<file path="src/rtl/aes_frame_loader.sv">
// Byte-stream loader for the AES path: collects a header, a 128-bit block and an
// optional 192-bit key, then holds them on the outputs until the consumer acks.
module aes_frame_loader #(
  parameter int NK      = 6,
  parameter int NB      = 4,
  parameter int TIMEOUT = 1000
) (
  input  logic              clk,
  input  logic              rst,
  input  logic              in_valid,
  input  logic [7:0]        in_data,
  output logic              in_ready,
  output logic [32*NB-1:0]  msg_out,
  output logic [32*NK-1:0]  key_out,
  output logic              valid_curr_data,
  input  logic              blk_ack,
  output logic              key_loaded,
  output logic              frame_err
);

  localparam int MSG_BYTES = 4 * NB;
  localparam int KEY_BYTES = 4 * NK;
  localparam int MW = 32 * NB;
  localparam int KW = 32 * NK;
  localparam int MAXB = (KEY_BYTES > MSG_BYTES) ? KEY_BYTES : MSG_BYTES;
  localparam int CW = $clog2(MAXB);
  localparam int TW = $clog2(TIMEOUT + 1);

  localparam logic [7:0] HDR_KEY = 8'hA5;
  localparam logic [7:0] HDR_MSG = 8'h5A;

  typedef enum logic [1:0] {IDLE, MSG, KEY, PRESENT} state_t;

  state_t          state;
  logic            need_key;
  logic [CW-1:0]   bcnt;
  logic [TW-1:0]   tcnt;
  logic [MW-1:0]   msg_stg;
  logic [KW-1:0]   key_stg;
  logic            accept;
  logic [MW-1:0]   msg_nxt;
  logic [KW-1:0]   key_nxt;

  // Held low for the whole reset cycle, not just after the first reset edge.
  assign in_ready = rst && (state != PRESENT);
  assign accept   = in_valid && in_ready;
  assign msg_nxt  = {msg_stg[MW-9:0], in_data};
  assign key_nxt  = {key_stg[KW-9:0], in_data};

  always_ff @(posedge clk) begin
    if (!rst) begin
      state           <= IDLE;
      need_key        <= 1'b0;
      bcnt            <= '0;
      tcnt            <= '0;
      msg_stg         <= '0;
      key_stg         <= '0;
      msg_out         <= '0;
      key_out         <= '0;
      valid_curr_data <= 1'b0;
      key_loaded      <= 1'b0;
      frame_err       <= 1'b0;
    end else begin
      frame_err <= 1'b0;
      case (state)
        IDLE: begin
          if (accept) begin
            bcnt <= '0;
            tcnt <= '0;
            if (in_data == HDR_KEY) begin
              state    <= MSG;
              need_key <= 1'b1;
            end else if (in_data == HDR_MSG) begin
              if (key_loaded) begin
                state    <= MSG;
                need_key <= 1'b0;
              end else begin
                frame_err <= 1'b1;
              end
            end
          end
        end

        MSG, KEY: begin
          if (accept) begin
            tcnt <= '0;
            if (state == MSG) msg_stg <= msg_nxt;
            else              key_stg <= key_nxt;
            if (state == MSG && bcnt == CW'(MSG_BYTES - 1)) begin
              bcnt <= '0;
              if (need_key) begin
                state <= KEY;
              end else begin
                state           <= PRESENT;
                valid_curr_data <= 1'b1;
                msg_out         <= msg_nxt;
              end
            end else if (state == KEY && bcnt == CW'(KEY_BYTES - 1)) begin
              bcnt            <= '0;
              state           <= PRESENT;
              valid_curr_data <= 1'b1;
              msg_out         <= msg_stg;
              key_out         <= key_nxt;
              key_loaded      <= 1'b1;
            end else begin
              bcnt <= bcnt + 1'b1;
            end
          end else if (tcnt == TW'(TIMEOUT - 1)) begin
            // Stalled frame: drop the partial data, leave presented outputs alone.
            frame_err <= 1'b1;
            state     <= IDLE;
            bcnt      <= '0;
            tcnt      <= '0;
            msg_stg   <= '0;
            key_stg   <= '0;
          end else begin
            tcnt <= tcnt + 1'b1;
          end
        end

        PRESENT: begin
          if (blk_ack) begin
            state           <= IDLE;
            valid_curr_data <= 1'b0;
          end
        end

        default: state <= IDLE;
      endcase
    end
  end

endmodule

</file>
<file path="config.mk">
export PLATFORM = sky130hd
export DESIGN_NAME = aes_frame_loader
export DESIGN_NICKNAME = d
export VERILOG_FILES = /design/src/rtl/aes_frame_loader.sv
export SDC_FILE = /design/constraint.sdc
export NUM_CORES = 1
export LEC_CHECK = 0
export CAP_MARGIN = 25
export CORE_UTILIZATION = 48
export CTS_CLUSTER_DIAMETER = 80
export DETAILED_ROUTE_END_ITERATION = 16
export PLACE_DENSITY = 0.79
export SYNTH_ARGS = -nofsm -noshare
export SYNTH_HDL_FRONTEND = slang
export SYNTH_SLANG_ARGS = --single-unit
export TNS_END_PERCENT = 20
</file>
<file path="constraint.sdc">
create_clock -name clk -period 2.2 [get_ports clk]
set_input_delay 0.44 -clock clk [delete_from_list [all_inputs] [get_ports clk]]
set_output_delay 0.44 -clock clk [all_outputs]
set_load 0.01 [all_outputs]
</file>
* Word-level counts from Yosys, hierarchy flattened
Index checks and enable logic that the tools add are counted.
** Word-level totals
- Register bits after elaboration :: 653
- Latch bits :: 0
- Bits in writable memories :: 0
- Bits in read-only memories :: 0
- Input port bits :: 12
- Output and inout port bits :: 324
- Logic and storage cells :: 102
- Memories kept :: 0
** Operators by class
- Add/subtract/negate cells :: 2
- Multiply operators :: 0
- Divide/modulo/power cells :: 0
- Order comparisons :: 0
- Eq/ne operators :: 21
- Shift-type cells :: 0
- Muxes and demuxes :: 46
- Bitwise operators :: 1
- Reductions and logical operators :: 21
** Operators with widths (count)
- two-way mux 128 bit :: 6
- two-way mux 184 bit :: 3
- two-way mux 10 bit :: 3
- two-way mux 5 bit :: 5
- one-hot mux 10 bit (2 select lines) :: 1
- two-way mux 2 bit :: 9
- two-way mux 1 bit :: 15
- != test 3 bit, second input constant :: 5
- != test 2 bit, second input constant :: 6
- AND reduction 4 bit :: 3
- nonzero test 2 bit :: 6
- adder 10 x 1 -> 10 bit, second input constant :: 1
- == test 10 bit, second input constant :: 1
- one-hot mux 5 bit (2 select lines) :: 1
- AND reduction 3 bit :: 3
- == test 8 x 7 -> 1 bit, second input constant :: 1
- == test 8 bit, second input constant :: 1
- one-hot mux 2 bit (3 select lines) :: 1
- AND reduction 6 bit :: 1
- adder 5 x 1 -> 5 bit, second input constant :: 1
- == test 5 x 4 -> 1 bit, second input constant :: 1
- == test 5 bit, second input constant :: 1
- AND reduction 5 bit :: 1
- == test 2 bit, second input constant :: 2
- 9 further kinds :: 13

* Depth between registers and ports, before layout
- Depth after elaboration :: 6
- Mapped depth :: 11
- Depth with buffers taken out :: 8

* Worst setup path after synthesis
OpenSTA, ideal clock, no wires.
- Kind :: register to register
- Start point :: reg bcnt[0]
- End point :: reg key_out[110]
- Library setup time :: 0.070 ns
- Arrival :: 1.979 ns
- Required time :: 2.130 ns
- Path slack :: 0.151 ns
- Stages on the path, launching flop included :: 12
- Path buffers :: 3
- Clock period less this slack :: 2.049 ns
- Cells stage by stage :: dfxtp_1 > ha_1 > and3_1 > ha_1 > and2_1 > buf_2 > nor2_2 > and2_1 > buf_2 > buf_2 > nand2_1 > a21oi_1
** On the way
- Cells in the longest elaborated chain, start to end :: 4
- Elaborated cells on any way between the ends :: 6
- Those cells by class :: 2 x eq/ne; 1 x bitwise; 3 x reduce/logical
** RTL lines
- from (decl) :: line 36 : logic [CW-1:0] bcnt;
- from (signal assigned) :: line 106 : bcnt <= bcnt + 1'b1;
- == test 5 x 4 -> 1 bit :: line 89 : if (state == MSG && bcnt == CW'(MSG_BYTES - 1)) begin
- logical AND 1 bit :: line 89
- NOT 1 bit (no line)
- AND reduction 4 bit (no line) (*)
- to (signal assigned) :: line 103 : key_out <= key_nxt;
- to (decl) :: line 14 : output logic [32*NK-1:0] key_out,
Every way passes the cells marked *; elsewhere a longest branch is shown, timed or not.
A chain may end at the register's enable or synchronous reset.

* Worst setup path after layout
- Start point :: reg bcnt[1]
- End point :: reg key_out[101]
The elaborated chain is that of the path after synthesis.

==> flow_metrics.py <==
metrics = {
    "outcome": {
        "status": "finished with violations",
        "violations": "negative setup slack",
    },
    "clocking": {
        "clock_latency_ns": 0.62,
        "cts_sinks": 653,
        "cts_buffer_depth": 3,
        "ctsRootBufferMaster": "clkbuf_16",
        "cts_tree": "yes",
        "hold_buffers": 0,
        "cts_buffers": 61,
        "htreeDepth": 2,
        "path_clk_slew_ns": 0.07,
    },
    "floorplan": {
        "num_rows": 79,
        "ios": 336,
        "start_util": 0.486,
        "dieWidth_um": 219,
        "die_area_mm2": 0.0479,
        "die_y_um": 219,
        "core_mm2": 0.0465,
    },
    "logic_synthesis": {
        "ys.flop_type": "dfxtp_1",
        "syn_nets": 2400,
        "synth-simple-area-share": 0.146,
        "synth_top_area_cell": "dfxtp_1",
        "synth_area_per_cell_um2": 9.48,
        "ys_warn_count": 0,
        "postSynth.asyncResetShare": 0,
        "synth_compound_area_frac": 0.221,
        "netlist.area_leader.share": 0.579,
        "yosys.area_share.adder": 0.00388,
        "netlist_top_cells_count": "nand2_1 (659), dfxtp_1 (653), a22o_1 (312)",
        "synth_cell_type_count": 43,
        "yosysSeqAreaShare": 0.579,
        "synth.mux.area_fraction": 0.000887,
        "synth_edf_count": 0,
        "netlist_top_cells_area": "dfxtp_1 (58%), a22o_1 (12%), nand2_1 (11%), a311oi_1 (5.0%), a21oi_1 (4.4%)",
        "synth_seq_cells": 653,
        "yosys.cell_count.top_type": "nand2_1",
        "synth_top_family_by_area": "compound AO/OA/AOI/OAI gates",
        "netlist_area_mm2": 0.0226,
        "synth-xor-area-share": 0.00349,
        "synth_cells": 2381,
    },
    "global_route": {
        "grtUsageTotal": 0.252,
        "grt_pass1_vias": 17800,
        "grt_first_pass_wirelength_um": 97300,
        "grt_max_degree": 158,
        "overflow": 0,
        "grt_antenna_before_repair": 1,
    },
    "hold_path": {
        "hold-path-endpoint": "key_out[40]",
        "min_from": "key_out[40]",
        "min_path_type": "flip-flop to flip-flop",
        "hold_depth": 2,
    },
    "route": {
        "route.vias.total": 19800,
        "dr.pass1.iters": 6,
        "drt-wirelength-per-cell_um": 20.6,
        "final_antenna_net_count": 0,
        "drt_iter0_markers": 1907,
        "routed_wl_um": 69400,
        "vias_per_cell": 5.88,
        "route.detailed.drc": 0,
    },
    "power": {
        "p_seq_frac": 0.506,
        "p_int_mw": 18.5,
        "p_leak_nw": 10.3,
        "powerDensity_mw_per_mm2": 779,
        "combPwrFrac": 0.016,
        "p_sw_mw": 4.84,
        "p_sw_frac": 0.207,
        "clock_power_share": 0.477,
        "vdd_drop_max_mv": 0.689,
    },
    "final_layout": {
        "syn_to_final_growth_pct": 33.0,
        "seqCellArea_mm2": 0.0131,
        "num_antenna_cells": 0,
        "utilization": 0.646,
        "drive_gt1_frac": 0.106,
        "final_nets": 2733,
        "fill_cells": 3535,
        "multi_input_area_mm2": 0.00870,
    },
    "place": {
        "gp_congestion": 0.858,
        "port_buffers": 335,
        "hpwl_um": 40400,
        "place_ws_ns": -0.225,
    },
    "setup_path": {
        "worstSetupPathType": "flip-flop to flip-flop",
        "cp-end-kind": "flip-flop",
        "r2r_cells": 11,
        "critPathMaxFanout": 9,
        "r2r-start": "bcnt[1]",
        "arrival_ns": 2.77,
        "cp_data_required_time_ns": 2.74,
        "r2r_end": "key_out[101]",
        "reg2reg_setup_slack_ns": -0.03,
        "critPathLaunch": "bcnt[1]",
        "start_kind": "flip-flop",
    },
    "sta": {
        "max_slew.worst_pin.slew_ns": 0.955,
        "finalCriticalPeriod_ns": 2.23,
        "drv_slew": 0,
        "setup_violations": 2,
        "timing.final.crit_share": 1.01,
        "relSlewSlack": 0.364,
        "grt_setup_unrepaired": "true",
        "max_freq_mhz": 449,
        "hold_violations": 0,
        "skew_ns": 0.0219,
        "worst_slack_ns": -0.0285,
    },
    "run": {
        "drv_cap": 0,
    },
}
==> state kept, by name, summed over array words and instances, names as in the netlist <==
| name | cells |
|---|---|
| msg_out | 128 |
| frame_err | 1 |
| msg_stg | 128 |
| tcnt | 10 |
| need_key | 1 |
| key_out | 192 |
| state | 2 |
| valid_curr_data | 1 |
| key_loaded | 1 |
| bcnt | 5 |
| key_stg | 184 |
==> per-layer routing <==
layer | global-route usage | part of all wire | routed length [um]
met4 | 0.0766 | 0.035 | 2440
met2 | 0.415 | 0.47 | 33000
met5 | 0 | 0.00019 | 13
met1 | 0.339 | 0.41 | 28300
met3 | 0.0387 | 0.081 | 5660
==> worst max-delay path by stage <==
stage	to	slack, ns	cells past startpoint
6_report	key_out[101]	-0.03	11
3_3_place_gp	state[0]	-0.19	6
3_5_place_dp	msg_out[93]	-0.22	8
2_1_floorplan	key_out[110]	0.15	11
4_1_cts	key_out[65]	-0.03	10
5_1_grt	key_out[101]	-0.08	11
==> cell families after synthesis <==
kind of cell / Yosys count
AOI/OAI and AO/OA: 657
xor gates and xnor gates: 9
adders and majority gates: 7
buffers and inverters: 211
DFF: 653
muxes: 2
and+or+nand+nor: 842
==> layout by cell type (no fill, tap or decap), types with 3 or more instances in the layout <==
cell type / n
o21ai_0: 5
buf_4: 70
clkinv_2: 10
buf_12: 27
clkdlybuf4s50_1: 334
nand2_1: 651
xor2_1: 8
nor2_1: 141
nand3_1: 9
a311oi_2: 4
clkbuf_1: 10
buf_16: 8
bufinv_16: 8
a311oi_1: 124
dfxtp_1: 652
buf_6: 12
clkbuf_8: 14
buf_8: 3
nand2_4: 3
and3_1: 3
nand2_2: 6
a21oi_2: 18
inv_1: 5
clkinvlp_4: 5
a21oi_1: 180
a21oi_4: 3
o211ai_1: 3
nand4_1: 6
ha_1: 4
clkbuf_16: 79
a22o_1: 312
and2_4: 3
==> power groups by stage <==
stage | Combinational (mW) | Sequential, mW | Clock [mW]
final | 0.384 | 11.8 | 11.1
after global routing | 0.408 | 11.8 | 11.7
after CTS | 0.374 | 11.8 | 11.2
after detailed placement | 0.372 | 12.1 | 0
after global placement | 0.365 | 12.1 | 0
after floorplan | 0.214 | 12.1 | 0
==> stage by stage <==
step                hold WS (ns)  cell area (um2)  total power, mW  instances  TNS (ns)
global route               0.471            30000             24.0       3370     -1.43
finish                     0.454            30000             23.4       3370   -0.0341
CTS                        0.455            29200             23.4       3338   -0.0957
detailed placement         0.446            26900             12.5       3220    -40.71
global placement           0.441            26900             12.5       3220    -29.48
floorplan                  0.432            22600             12.3       2381         0
==> timing repair <==
item	4_1_cts	5_1_grt
buffers inserted	4	3
gates cloned	2	29
pin swaps	3	10
setup endpoints to repair	128	313
resized for setup	18	41
==> critical path: stages, from the launching register on <==
cell,delay (ns)
dfxtp_2,0.33
ha_2,0.17
and3_4,0.18
ha_4,0.17
and2_4,0.14
buf_6,0.13
nor2_4,0.11
and2_4,0.24
buf_12,0.19
buf_6,0.17
nand2_1,0.10
a21oi_1,0.20
==> final cells by class <==
cell class / instances / area share
Inverter: 6 / 0.00100
Timing Repair Buffer: 473 / 0.176
Multi-Input combinational cell: 1519 / 0.290
Sequential cell: 653 / 0.436
Tap cell: 607 / 0.0253
Clock inverter: 26 / 0.0124
Clock buffer: 86 / 0.0594
Note: power is estimated with default switching activity, not from simulation.
